==> config.mk <==
export PLATFORM = sky130hd
export DESIGN_NAME = branch_resolve_queue
export DESIGN_NICKNAME = d
export VERILOG_FILES = /design/src/rtl/branch_resolve_queue.sv
export SDC_FILE = /design/constraint.sdc
export NUM_CORES = 1
export LEC_CHECK = 0
export ABC_AREA = 1
export CELL_PAD_IN_SITES_DETAIL_PLACEMENT = 1
export CELL_PAD_IN_SITES_GLOBAL_PLACEMENT = 1
export CORE_ASPECT_RATIO = 0.75
export CORE_UTILIZATION = 45
export CTS_CLUSTER_DIAMETER = 200
export DETAILED_ROUTE_END_ITERATION = 7
export PLACE_DENSITY_LB_ADDON = 0.08
export RECOVER_POWER = 50
export SLEW_MARGIN = 15
export SYNTH_ARGS = -nofsm -noshare
export SYNTH_HDL_FRONTEND = slang
export SYNTH_SLANG_ARGS = --single-unit
==> constraint.sdc <==
create_clock -name clk -period 12.5 [get_ports clk]
set_input_delay 1.25 -clock clk [delete_from_list [all_inputs] [get_ports clk]]
set_output_delay 1.25 -clock clk [all_outputs]
set_load 0.03 [all_outputs]
==> src/rtl/branch_resolve_queue.sv <==
// In-order queue of predicted branches awaiting resolution; on a mispredict it emits
// one registered fail/redirect pulse carrying the corrected predictor state.
module branch_resolve_queue #(
    parameter int DEPTH          = 4,
    parameter int BTB_WAY_NUM    = 4,
    parameter int LOCAL_WIDTH    = 4,
    parameter int B_PATTEN_WIDTH = 2,
    parameter int GLOBAL_WIDTH   = 8,
    parameter int G_PATTEN_WIDTH = 2
) (
    input  logic                                         clk,
    input  logic                                         resetn,
    input  logic                                         push_vld,
    input  logic [31:0]                                  push_pc,
    input  logic [BTB_WAY_NUM-1:0]                       push_way_vec,
    input  logic                                         push_taken,
    input  logic [31:0]                                  push_target,
    input  logic [LOCAL_WIDTH-1:0]                       push_history,
    input  logic [B_PATTEN_WIDTH*(2**LOCAL_WIDTH)-1:0]   push_patten_tab,
    input  logic [GLOBAL_WIDTH-1:0]                      push_ghr,
    input  logic [G_PATTEN_WIDTH-1:0]                    push_ghr_patten,
    output logic                                         push_rdy,
    input  logic                                         rslv_vld,
    input  logic                                         rslv_is_branch,
    input  logic                                         rslv_taken,
    input  logic [31:0]                                  rslv_target,
    output logic                                         rslv_rdy,
    input  logic                                         flush,
    output logic                                         fail,
    output logic [31:0]                                  fail_branch,
    output logic [BTB_WAY_NUM-1:0]                       fail_way_vec,
    output logic [31:0]                                  fill_target,
    output logic [LOCAL_WIDTH-1:0]                       fill_pht_history,
    output logic [B_PATTEN_WIDTH*(2**LOCAL_WIDTH)-1:0]   fill_pht_patten_tab,
    output logic [GLOBAL_WIDTH-1:0]                      fail_ghr,
    output logic [GLOBAL_WIDTH-1:0]                      fill_ghr,
    output logic [G_PATTEN_WIDTH-1:0]                    fill_ghr_patten,
    output logic                                         redirect_vld,
    output logic [31:0]                                  redirect_pc,
    output logic [$clog2(DEPTH):0]                       count
);

    localparam int AW    = $clog2(DEPTH);
    localparam int PW    = AW + 1;
    localparam int TAB_N = 2**LOCAL_WIDTH;
    localparam int TAB_W = B_PATTEN_WIDTH * TAB_N;

    logic [31:0]             pc_mem      [DEPTH];
    logic [BTB_WAY_NUM-1:0]  way_mem     [DEPTH];
    logic                    taken_mem   [DEPTH];
    logic [31:0]             target_mem  [DEPTH];
    logic [LOCAL_WIDTH-1:0]  hist_mem    [DEPTH];
    logic [TAB_W-1:0]        tab_mem     [DEPTH];
    logic [GLOBAL_WIDTH-1:0] ghr_mem     [DEPTH];
    logic [G_PATTEN_WIDTH-1:0] gp_mem    [DEPTH];

    logic [PW-1:0] rd_ptr_reg, wr_ptr_reg;
    logic [AW-1:0] rd_idx, wr_idx;
    logic          full, empty, pop_fire, push_accept, res_taken, mispredict;

    logic [31:0]               head_pc, head_target;
    logic [BTB_WAY_NUM-1:0]    head_way;
    logic                      head_taken;
    logic [LOCAL_WIDTH-1:0]    head_hist;
    logic [TAB_W-1:0]          head_tab, tab_next;
    logic [GLOBAL_WIDTH-1:0]   head_ghr;
    logic [G_PATTEN_WIDTH-1:0] head_gp, gp_next;

    logic                      fail_reg, redirect_vld_reg;
    logic [31:0]               fail_branch_reg, fill_target_reg, redirect_pc_reg;
    logic [BTB_WAY_NUM-1:0]    fail_way_vec_reg;
    logic [LOCAL_WIDTH-1:0]    fill_hist_reg;
    logic [TAB_W-1:0]          fill_tab_reg;
    logic [GLOBAL_WIDTH-1:0]   fail_ghr_reg, fill_ghr_reg;
    logic [G_PATTEN_WIDTH-1:0] fill_gp_reg;

    assign rd_idx = rd_ptr_reg[AW-1:0];
    assign wr_idx = wr_ptr_reg[AW-1:0];
    assign empty  = (rd_ptr_reg == wr_ptr_reg);
    assign full   = (rd_ptr_reg[AW] != wr_ptr_reg[AW]) && (rd_idx == wr_idx);
    assign count  = wr_ptr_reg - rd_ptr_reg;

    assign push_rdy = ~full;
    assign rslv_rdy = ~empty;

    assign head_pc     = pc_mem[rd_idx];
    assign head_way    = way_mem[rd_idx];
    assign head_taken  = taken_mem[rd_idx];
    assign head_target = target_mem[rd_idx];
    assign head_hist   = hist_mem[rd_idx];
    assign head_tab    = tab_mem[rd_idx];
    assign head_ghr    = ghr_mem[rd_idx];
    assign head_gp     = gp_mem[rd_idx];

    assign pop_fire   = rslv_vld & ~empty;
    assign res_taken  = rslv_is_branch & rslv_taken;
    assign mispredict = pop_fire &
                        ((rslv_is_branch & (rslv_taken != head_taken)) |
                         (res_taken & (rslv_target != head_target)) |
                         (~rslv_is_branch & head_taken));
    // A full queue still takes a push when the head leaves in the same cycle.
    assign push_accept = push_vld & (~full | pop_fire) & ~flush & ~mispredict;

    // Saturating update of the local counter selected by the head history.
    generate
        for (genvar gi = 0; gi < TAB_N; gi++) begin : g_pht
            logic [B_PATTEN_WIDTH-1:0] old_ctr, upd_ctr;
            assign old_ctr = head_tab[gi*B_PATTEN_WIDTH +: B_PATTEN_WIDTH];
            assign upd_ctr = res_taken ? ((&old_ctr) ? old_ctr : old_ctr + B_PATTEN_WIDTH'(1))
                                       : ((|old_ctr) ? old_ctr - B_PATTEN_WIDTH'(1) : old_ctr);
            assign tab_next[gi*B_PATTEN_WIDTH +: B_PATTEN_WIDTH] =
                (head_hist == LOCAL_WIDTH'(gi)) ? upd_ctr : old_ctr;
        end
    endgenerate

    assign gp_next = res_taken ? ((&head_gp) ? head_gp : head_gp + G_PATTEN_WIDTH'(1))
                               : ((|head_gp) ? head_gp - G_PATTEN_WIDTH'(1) : head_gp);

    always_ff @(posedge clk) begin
        if (push_accept) begin
            pc_mem[wr_idx]     <= push_pc;
            way_mem[wr_idx]    <= push_way_vec;
            taken_mem[wr_idx]  <= push_taken;
            target_mem[wr_idx] <= push_target;
            hist_mem[wr_idx]   <= push_history;
            tab_mem[wr_idx]    <= push_patten_tab;
            ghr_mem[wr_idx]    <= push_ghr;
            gp_mem[wr_idx]     <= push_ghr_patten;
        end
    end

    always_ff @(posedge clk or negedge resetn) begin
        if (!resetn) begin
            rd_ptr_reg       <= '0;
            wr_ptr_reg       <= '0;
            fail_reg         <= 1'b0;
            redirect_vld_reg <= 1'b0;
            fail_branch_reg  <= '0;
            fail_way_vec_reg <= '0;
            fill_target_reg  <= '0;
            fill_hist_reg    <= '0;
            fill_tab_reg     <= '0;
            fail_ghr_reg     <= '0;
            fill_ghr_reg     <= '0;
            fill_gp_reg      <= '0;
            redirect_pc_reg  <= '0;
        end else begin
            // Entries behind a mispredicted head are wrong-path, so both cases empty the queue.
            if (flush || mispredict) begin
                rd_ptr_reg <= wr_ptr_reg;
            end else begin
                if (push_accept) wr_ptr_reg <= wr_ptr_reg + PW'(1);
                if (pop_fire)    rd_ptr_reg <= rd_ptr_reg + PW'(1);
            end
            fail_reg         <= mispredict;
            redirect_vld_reg <= mispredict;
            if (mispredict) begin
                fail_branch_reg  <= head_pc;
                fail_way_vec_reg <= head_way;
                fill_target_reg  <= res_taken ? rslv_target : head_target;
                fill_hist_reg    <= {head_hist[LOCAL_WIDTH-2:0], res_taken};
                fill_tab_reg     <= tab_next;
                fail_ghr_reg     <= head_ghr;
                fill_ghr_reg     <= {head_ghr[GLOBAL_WIDTH-2:0], res_taken};
                fill_gp_reg      <= gp_next;
                redirect_pc_reg  <= res_taken ? rslv_target : head_pc + 32'd8;
            end
        end
    end

    assign fail                = fail_reg;
    assign redirect_vld        = redirect_vld_reg;
    assign fail_branch         = fail_branch_reg;
    assign fail_way_vec        = fail_way_vec_reg;
    assign fill_target         = fill_target_reg;
    assign fill_pht_history    = fill_hist_reg;
    assign fill_pht_patten_tab = fill_tab_reg;
    assign fail_ghr            = fail_ghr_reg;
    assign fill_ghr            = fill_ghr_reg;
    assign fill_ghr_patten     = fill_gp_reg;
    assign redirect_pc         = redirect_pc_reg;

endmodule

# Word level (Yosys, flattened, before mapping)
# Memories as Yosys holds them, arrays and structs flattened. A register that Yosys moved wholly into a read port is not among the register bits.
# Cells that the tools add are included.
# op_classes
n_reduce_logical	40
n_eq_ne	20
bitwise_logic	18
n_mux	73
n_addsub	38
# ops
cell	n
$mux W2	67
$mux W32	2
$reduce_and A2 Y1	18
$add A2 B1 Y2 const B	17
$reduce_or A2 Y1	17
$sub A2 B1 Y2 const B	17
$add A32 B4 Y32 const B	1
$eq A4 B4 Y1 const B	8
$ne A32 B32 Y1	1
$eq A4 B3 Y1 const B	4
$and A1 B1 Y1	9
$eq A4 B2 Y1 const B	2
$add A3 B1 Y3 const B	2
$mux W3	2
$not A1 Y1	6
$eq A4 B1 Y1 const B	1
$logic_not A4 Y1	1
$eq A3 B3 Y1	1
$or A1 B1 Y1	3
$sub A3 B3 Y3	1
$eq A2 B2 Y1	1
$mux W1	2
$ne A1 B1 Y1	2
$reduce_bool A2 Y1	1
3 further kinds	3
# totals
regBits	157
n_memories	8
ramBits	460
output_inout_bits	161
input_bits	154
# memory_table
name	depth	width	read_ports	rd_ports_with_merged_regs	write_ports	line	text
pc_mem	4	32	1	0	1	48	logic [31:0] pc_mem [DEPTH];
tab_mem	4	32	1	0	1	53	logic [TAB_W-1:0] tab_mem [DEPTH];
target_mem	4	32	1	0	1	51	logic [31:0] target_mem [DEPTH];
ghr_mem	4	8	1	0	1	54	logic [GLOBAL_WIDTH-1:0] ghr_mem [DEPTH];
hist_mem	4	4	1	0	1	52	logic [LOCAL_WIDTH-1:0] hist_mem [DEPTH];
way_mem	4	4	1	1	1	49	logic [BTB_WAY_NUM-1:0] way_mem [DEPTH];
2 more memories	-	-	-	-	-	-	

# Longest topological paths before layout
# An unclocked memory read counts as a cell.
# depth
depth_word	10
mapped_depth	21

# Least setup slack after synthesis
# Ideal clock, no wire load.
# synth_path
path_kind	register -> register
from	reg rd_ptr_reg[1]
to	mem ghr_mem[3][0], enable pin
setup_ns	0.592
stages_incl_launch_ff	15
arrival_ns	7.452
required_ns	11.908
synth_period_minus_slack_ns	8.043
n_path_buf	6
path_slack_ns	4.457
path_cell_list	dfrtp_1 buf_4 inv_4 buf_2 buf_4 buf_4 buf_2 clkbuf_1 ha_1 nand4_1 nand2_1 nor2_1 nand2_2 nand2_2 nor2_1
# synth_via
word_cells_on_any_way	23
cone_classes	4 x eq/ne; 2 x mux; 14 x bitwise; 1 x reduce/logical; 2 x memory
# synth_rtl
element	line	text
start, declared	57	logic [PW-1:0] rd_ptr_reg, wr_ptr_reg;
start signal, assigned	150	rd_ptr_reg <= wr_ptr_reg;
start signal, assigned	153	if (pop_fire) rd_ptr_reg <= rd_ptr_reg + PW'(1);
$eq A3 B3 Y1 *	79	assign empty = (rd_ptr_reg == wr_ptr_reg);
$not A1 Y1 *	-	
net rslv_rdy	27	output logic rslv_rdy,
$and A1 B1 Y1 *	95	assign pop_fire = rslv_vld & ~empty;
$or A1 B1 Y1	102	assign push_accept = push_vld & (~full | pop_fire) & ~flush & ~mispredict;
$and A1 B1 Y1 (2 in series)	102	
$and A1 B1 Y1 *	102	
$mux W1 *	120	if (push_accept) begin
$mux W1 (implied by the code) *	127	ghr_mem[wr_idx] <= push_ghr;
end, declared	54	
# Mark *: on every way through the listed nets, which the timed path passes. The rest lies on a longest branch.

==> impl_metrics.json <==
{
  "outcome": "complete, but fails checks",
  "violations": "capacitance limit, slew limit",
  "async_flop_share_pct": 25.0,
  "crit_arrival_ns": 8.02,
  "cpPeakStageDelay_ns": 3.87,
  "area_growth_pct": 20.9,
  "postCtsSetupRepairBufs": 0,
  "postRouteAntennaNets": 0,
  "hold_path.class": "register to register",
  "grt_pass1_vias": 19500,
  "cts_buffer_depth": 3,
  "hold_buffers": 0,
  "ctsResizeCount": 0,
  "wl_per_cell_um": 23.5,
  "finalSetupViolCount": 0,
  "end_kind": "asynchronous set/reset pin",
  "vdd_ir_drop_max_mv": 0.162,
  "yosysWarnings": 0,
  "startpoint_type": "input port",
  "cp.required_ns": 12.39,
  "p_sw_share_pct": 43.0,
  "rows": 75,
  "cp_slowest_cell": "clkbuf_1",
  "syn_inst": 2333,
  "design.core.area_sq_um": 56200,
  "drive_gt1_share_pct": 4.99,
  "grt-ovfl-total": 0,
  "cp-endpoint": "redirect_pc[20]",
  "clk_pin_slew_ns": 0.06,
  "pre_cts_slack_ns": 5.37,
  "cts-root-buf": "clkbuf_16",
  "pin_count": 315,
  "tightest_slew_ns": 5.62,
  "p_leak_nw": 12.0,
  "crit_top_cell": "clkbuf_1",
  "synth_seq_cells": 613,
  "r2r-start": "rd_ptr_reg[0]",
  "port_buffers": 314,
  "synth_area_sq_um": 25800,
  "die_w_um": 278,
  "drtPass1Iterations": 5,
  "utilization_pct": 55.4,
  "p_switching_mw": 3.53,
  "fmaxAchievable_mhz": 123,
  "hold_viol": 0,
  "start_util_pct": 45.8,
  "path_cells": "clkbuf_1 > clkbuf_1",
  "antenna_found_initial": 15,
  "dpl.cell_count": 3262,
  "cts-htree-levels": 2,
  "via_per_inst": 5.59,
  "synth_compound_area_share_pct": 7.18,
  "fin_setup_tns_ns": 0,
  "avgSynthCellArea_sq_um": 11.0,
  "ff2ff_path_depth": 16,
  "internal_power_mw": 4.67,
  "synth_top_family_by_area": "simple AND/OR/NAND/NOR gates",
  "synth_simple_gate_area_share_pct": 18.6,
  "ys_seq_area_share_pct": 68.5,
  "max_slew_margin_pct": -275,
  "drc": 0,
  "clock_sinks": 613,
  "hpwl_um": 51600,
  "reg.largest.list": "pc_mem (128), tab_mem (128), target_mem (128)",
  "synthAdderAreaFrac_pct": 0.583,
  "track_usage_pct": 27.2,
  "seqPwrFrac_pct": 35.3,
  "layout_common_cells": "774 x nand2_1, 460 x edfxtp_1, 219 x nand3_1",
  "synthesis.nets": 2496,
  "synth_cell_types": 44,
  "wirelength_um": 79600,
  "final_max_slew_viol_count": 156,
  "layout_setup_ws_ns": 4.37,
  "powerDensity_nw_per_um2": 263,
  "critPathKind": "input port to asynchronous set/reset pin",
  "reg2reg_to": "tab_mem[3][15]",
  "synth_mux_area_share_pct": 0,
  "whs_ns": 0.475,
  "crit_buf_inv": 2,
  "numCtsBuffers": 60,
  "worst-path-max-fanout": 94,
  "rrSetupSlack_ns": 5.37,
  "rsz0062_at_grt": "no",
  "stdcell_count": 3389,
  "fin_area_sq_um": 31200,
  "critPathTopFamily": "buffers and inverters",
  "drt_iter0_drc": 1653,
  "critPathLaunch": "resetn",
  "nets": 2756,
  "grt_max_degree": 161,
  "grt_pass1_wl_um": 119000,
  "tritoncts": "done",
  "vias": 19000,
  "final_common_cell": "nand2_1",
  "power_mw": 8.20,
  "dieArea_sq_um": 58200,
  "clkPwrFrac_pct": 21.5,
  "drv_cap": 2,
  "min_period_over_period_pct": 65.1,
  "cp_num_cells": 2,
  "place_area_sq_um": 29200,
  "synth_edf_count": 460,
  "skew_ns": 0.0314,
  "insertion_delay_ns": 0.64,
  "die_y_um": 209,
  "combPwrFrac_pct": 43.2,
  "ys.flop_type": "edfxtp_1",
  "fin_crit_ns": 8.13,
  "synthXorXnorAreaFrac_pct": 1.09,
  "gp_congestion": 0.814
}
## routing by layer
metal / up-vias / GRT usage (%) / share of wire [%]
met3: 101 / 4.72 / 6.3
met2: 529 / 42.8 / 47
li1: 8643 / - / -
met4: 4 / 7.39 / 2.1
met5: - / 0 / 0.023
met1: 9674 / 39.0 / 45
## worst reg2reg max path: cells and delay by family (launching register included)
kind                   cells  cell delay, ns
AOI/OAI and AO/OA          1            0.07
DFF                        1            0.79
and+or+nand+nor           11            2.68
buffers and inverters      4            3.17
## cell type report
class | instances | area [sq um]
tap | 731 | 915
clock buffer | 83 | 1710
fill | 5891 | 25100
sequential | 613 | 17600
antenna | 13 | 32.5
clock inverter | 31 | 185
inverter | 66 | 258
multi-input combinational | 1519 | 7120
timing repair buffer | 333 | 3290
## cell usage after synthesis (4+ instances only)
library cell | number | share of area (%)
buf_1 | 6 | 0.087
nand2_1 | 775 | 11
nor3_1 | 4 | 0.078
o2bb2ai_1 | 6 | 0.20
nand3b_1 | 10 | 0.29
a21o_1 | 7 | 0.20
clkbuf_1 | 33 | 0.48
a32o_1 | 27 | 1.0
o22ai_1 | 28 | 0.68
a21boi_0 | 5 | 0.15
o21ai_0 | 152 | 3.0
nor2_1 | 122 | 1.8
buf_2 | 46 | 0.89
o21ai_1 | 12 | 0.23
inv_1 | 58 | 0.84
edfxtp_1 | 460 | 54
buf_6 | 9 | 0.39
xor2_1 | 21 | 0.71
dfrtp_1 | 153 | 15
buf_4 | 39 | 1.1
xnor2_1 | 11 | 0.37
a22oi_1 | 4 | 0.12
inv_2 | 4 | 0.058
nand4_1 | 23 | 0.56
o211ai_1 | 8 | 0.23
nand3_1 | 219 | 4.3
ha_1 | 8 | 0.39
a32oi_1 | 9 | 0.31
a21oi_1 | 50 | 0.97
## power by group through the flow
stage	combinational, mW	sequential [mW]	clock (mW)
after floorplan	1.92	3.27	0
after global placement	3.47	2.92	0
after detailed placement	3.58	2.94	0
after CTS	3.61	2.90	1.79
after global routing	3.85	2.94	1.86
final	3.55	2.89	1.76
## cell families after synthesis
logic type / Yosys count
xor gates and xnor gates: 32
AOI/OAI and AO/OA: 311
DFF: 613
adders and majority gates: 12
buffers and inverters: 201
and+or+nand+nor: 1164
## worst min-delay path by stage
stage                                        from                      end  slack [ns]  cells after the start
after floorplan                     wr_ptr_reg[2]            wr_ptr_reg[2]        0.49                      2
after global placement    fill_pht_patten_tab[10]  fill_pht_patten_tab[10]        0.46                      2
after detailed placement           fill_target[2]           fill_target[2]        0.47                      2
after CTS                          fill_target[2]           fill_target[2]        0.48                      2
after global routing      fill_pht_patten_tab[22]  fill_pht_patten_tab[22]        0.51                      2
final                              fill_target[2]           fill_target[2]        0.47                      2
Power figures use the tool's default switching activity.
==> RTL edit: new RTL, config.mk and constraints unchanged <==
Register the inputs `push_target` and `rslv_target` before use, without a reset. The logic sees them one clock later. The other inputs are not delayed to match.
--- a/src/rtl/branch_resolve_queue.sv
+++ b/src/rtl/branch_resolve_queue.sv
@@ -45,4 +45,12 @@
     localparam int TAB_N = 2**LOCAL_WIDTH;
     localparam int TAB_W = B_PATTEN_WIDTH * TAB_N;
+
+    logic [31:0] push_target_q;
+    logic [31:0] rslv_target_q;
+
+    always_ff @(posedge clk) begin
+        push_target_q <= push_target;
+        rslv_target_q <= rslv_target;
+    end
 
     logic [31:0]             pc_mem      [DEPTH];
@@ -97,5 +105,5 @@
     assign mispredict = pop_fire &
                         ((rslv_is_branch & (rslv_taken != head_taken)) |
-                         (res_taken & (rslv_target != head_target)) |
+                         (res_taken & (rslv_target_q != head_target)) |
                          (~rslv_is_branch & head_taken));
     // A full queue still takes a push when the head leaves in the same cycle.
@@ -122,5 +130,5 @@
             way_mem[wr_idx]    <= push_way_vec;
             taken_mem[wr_idx]  <= push_taken;
-            target_mem[wr_idx] <= push_target;
+            target_mem[wr_idx] <= push_target_q;
             hist_mem[wr_idx]   <= push_history;
             tab_mem[wr_idx]    <= push_patten_tab;
@@ -158,5 +166,5 @@
                 fail_branch_reg  <= head_pc;
                 fail_way_vec_reg <= head_way;
-                fill_target_reg  <= res_taken ? rslv_target : head_target;
+                fill_target_reg  <= res_taken ? rslv_target_q : head_target;
                 fill_hist_reg    <= {head_hist[LOCAL_WIDTH-2:0], res_taken};
                 fill_tab_reg     <= tab_next;
@@ -164,5 +172,5 @@
                 fill_ghr_reg     <= {head_ghr[GLOBAL_WIDTH-2:0], res_taken};
                 fill_gp_reg      <= gp_next;
-                redirect_pc_reg  <= res_taken ? rslv_target : head_pc + 32'd8;
+                redirect_pc_reg  <= res_taken ? rslv_target_q : head_pc + 32'd8;
             end
         end
Check against the original RTL: not settled (the Yosys comparison gave no result); the edit may change what the design does.
==> RTL edit against the original RTL <==
The run still ends with capacitance limit, slew limit left; total power up 7.4%; critical path depth up 15; routed wire length up 2.6%; clock skew down 0.0096 ns; non-clock buffer count up 3; design area up 5.8%; area after synthesis up 5.5%; sequential share of layout area up 0.80 points; setup slack better by 1.0 ns; register-to-register slack better by 0.03 ns; sequential cell count up 64; first-iteration DRC count down 8.8%; critical endpoint is now pc_mem[2][26]; largest cell class unchanged.
==> RTL edit: results (changes against the original RTL) <==
[placed_design]
place_area_sq_um=30800  ; was 29,200 sq um

[flow_run]
cap_viol_max_count=1  ; was 2

[finish]
antenna_cells=4  ; was 13
buf_share=0.100  ; was 0.106
finalNonFillerCells=3545  ; was 3,389
seq_share=0.575  ; was 0.567
multi_input_area_sq_um=7250  ; was 7120 sq um
clk_share=0.0662  ; was 0.0608
buffers=336  ; was 333
multi_input_cells=1542  ; was 1,519

[drt]
viasPerCell=5.51  ; was 5.59
first_iter_violations=1507  ; was 1,653
wl_met3_mm=5.21  ; was 5.00 mm

[outcome]
failed_checks=capacitance limit, slew limit  ; unchanged
status=complete, but fails checks  ; unchanged

[yosys]
synth_common_cells=nand2_1 (788), edfxtp_1 (460), nand3_1 (168)  ; was nand2_1 (775), edfxtp_1 (460), nand3_1 (219)
synth.distinct_cells=48  ; was 44
synth-async-reset-ratio=0.226  ; was 0.250
yosysSeqAreaShare=0.696  ; was 0.685
synth_nets=2586  ; was 2,496

[sta]
slew_viol_final=95  ; was 156
max_slew_margin=-2.99  ; was -2.75

[global_route]
grt_util_met2=0.428  ; about the same
use_met1=0.370  ; was 0.390

[power_and_ir_drop]
clkPwrFrac=0.229  ; was 0.215
seq_cell_power_mw=3.13  ; was 2.89 mW

[setup_path]
max_stage_delay_ns=0.94  ; was 3.87 ns
critical_path_peak_fanout=100  ; was 94

[clock_network]
clock_latency_ns=0.60  ; was 0.64 ns

RTL edit: cell families after synthesis:
family | share of synthesized area
flops | 0.696
fa+ha+maj | 0.00589
xor+xnor | 0.00741
simple gates | 0.175
buf+inv | 0.0383
compound gates | 0.0773
RTL edit: worst min-delay path: cells and delay by family (launching register included):
family	cells	cell delay (ns)
flops	1	0.34
simple gates	2	0.10
RTL edit: path summary, 6_finish.rpt:
| check | from | slack [ns] | depth (start not counted) | endpoint |
|---|---|---|---|---|
| min in group asynchronous | resetn | 2.86 | 1 | fill_pht_patten_tab[13] |
| max reg2reg | rd_ptr_reg[0] | 5.40 | 17 | pc_mem[2][26] |
| max in group asynchronous | resetn | 6.27 | 1 | fail_branch[10] |
| min reg2reg | redirect_pc[2] | 0.48 | 2 | redirect_pc[2] |
| min | redirect_pc[2] | 0.48 | 2 | redirect_pc[2] |
| max | rd_ptr_reg[0] | 5.40 | 17 | pc_mem[2][26] |
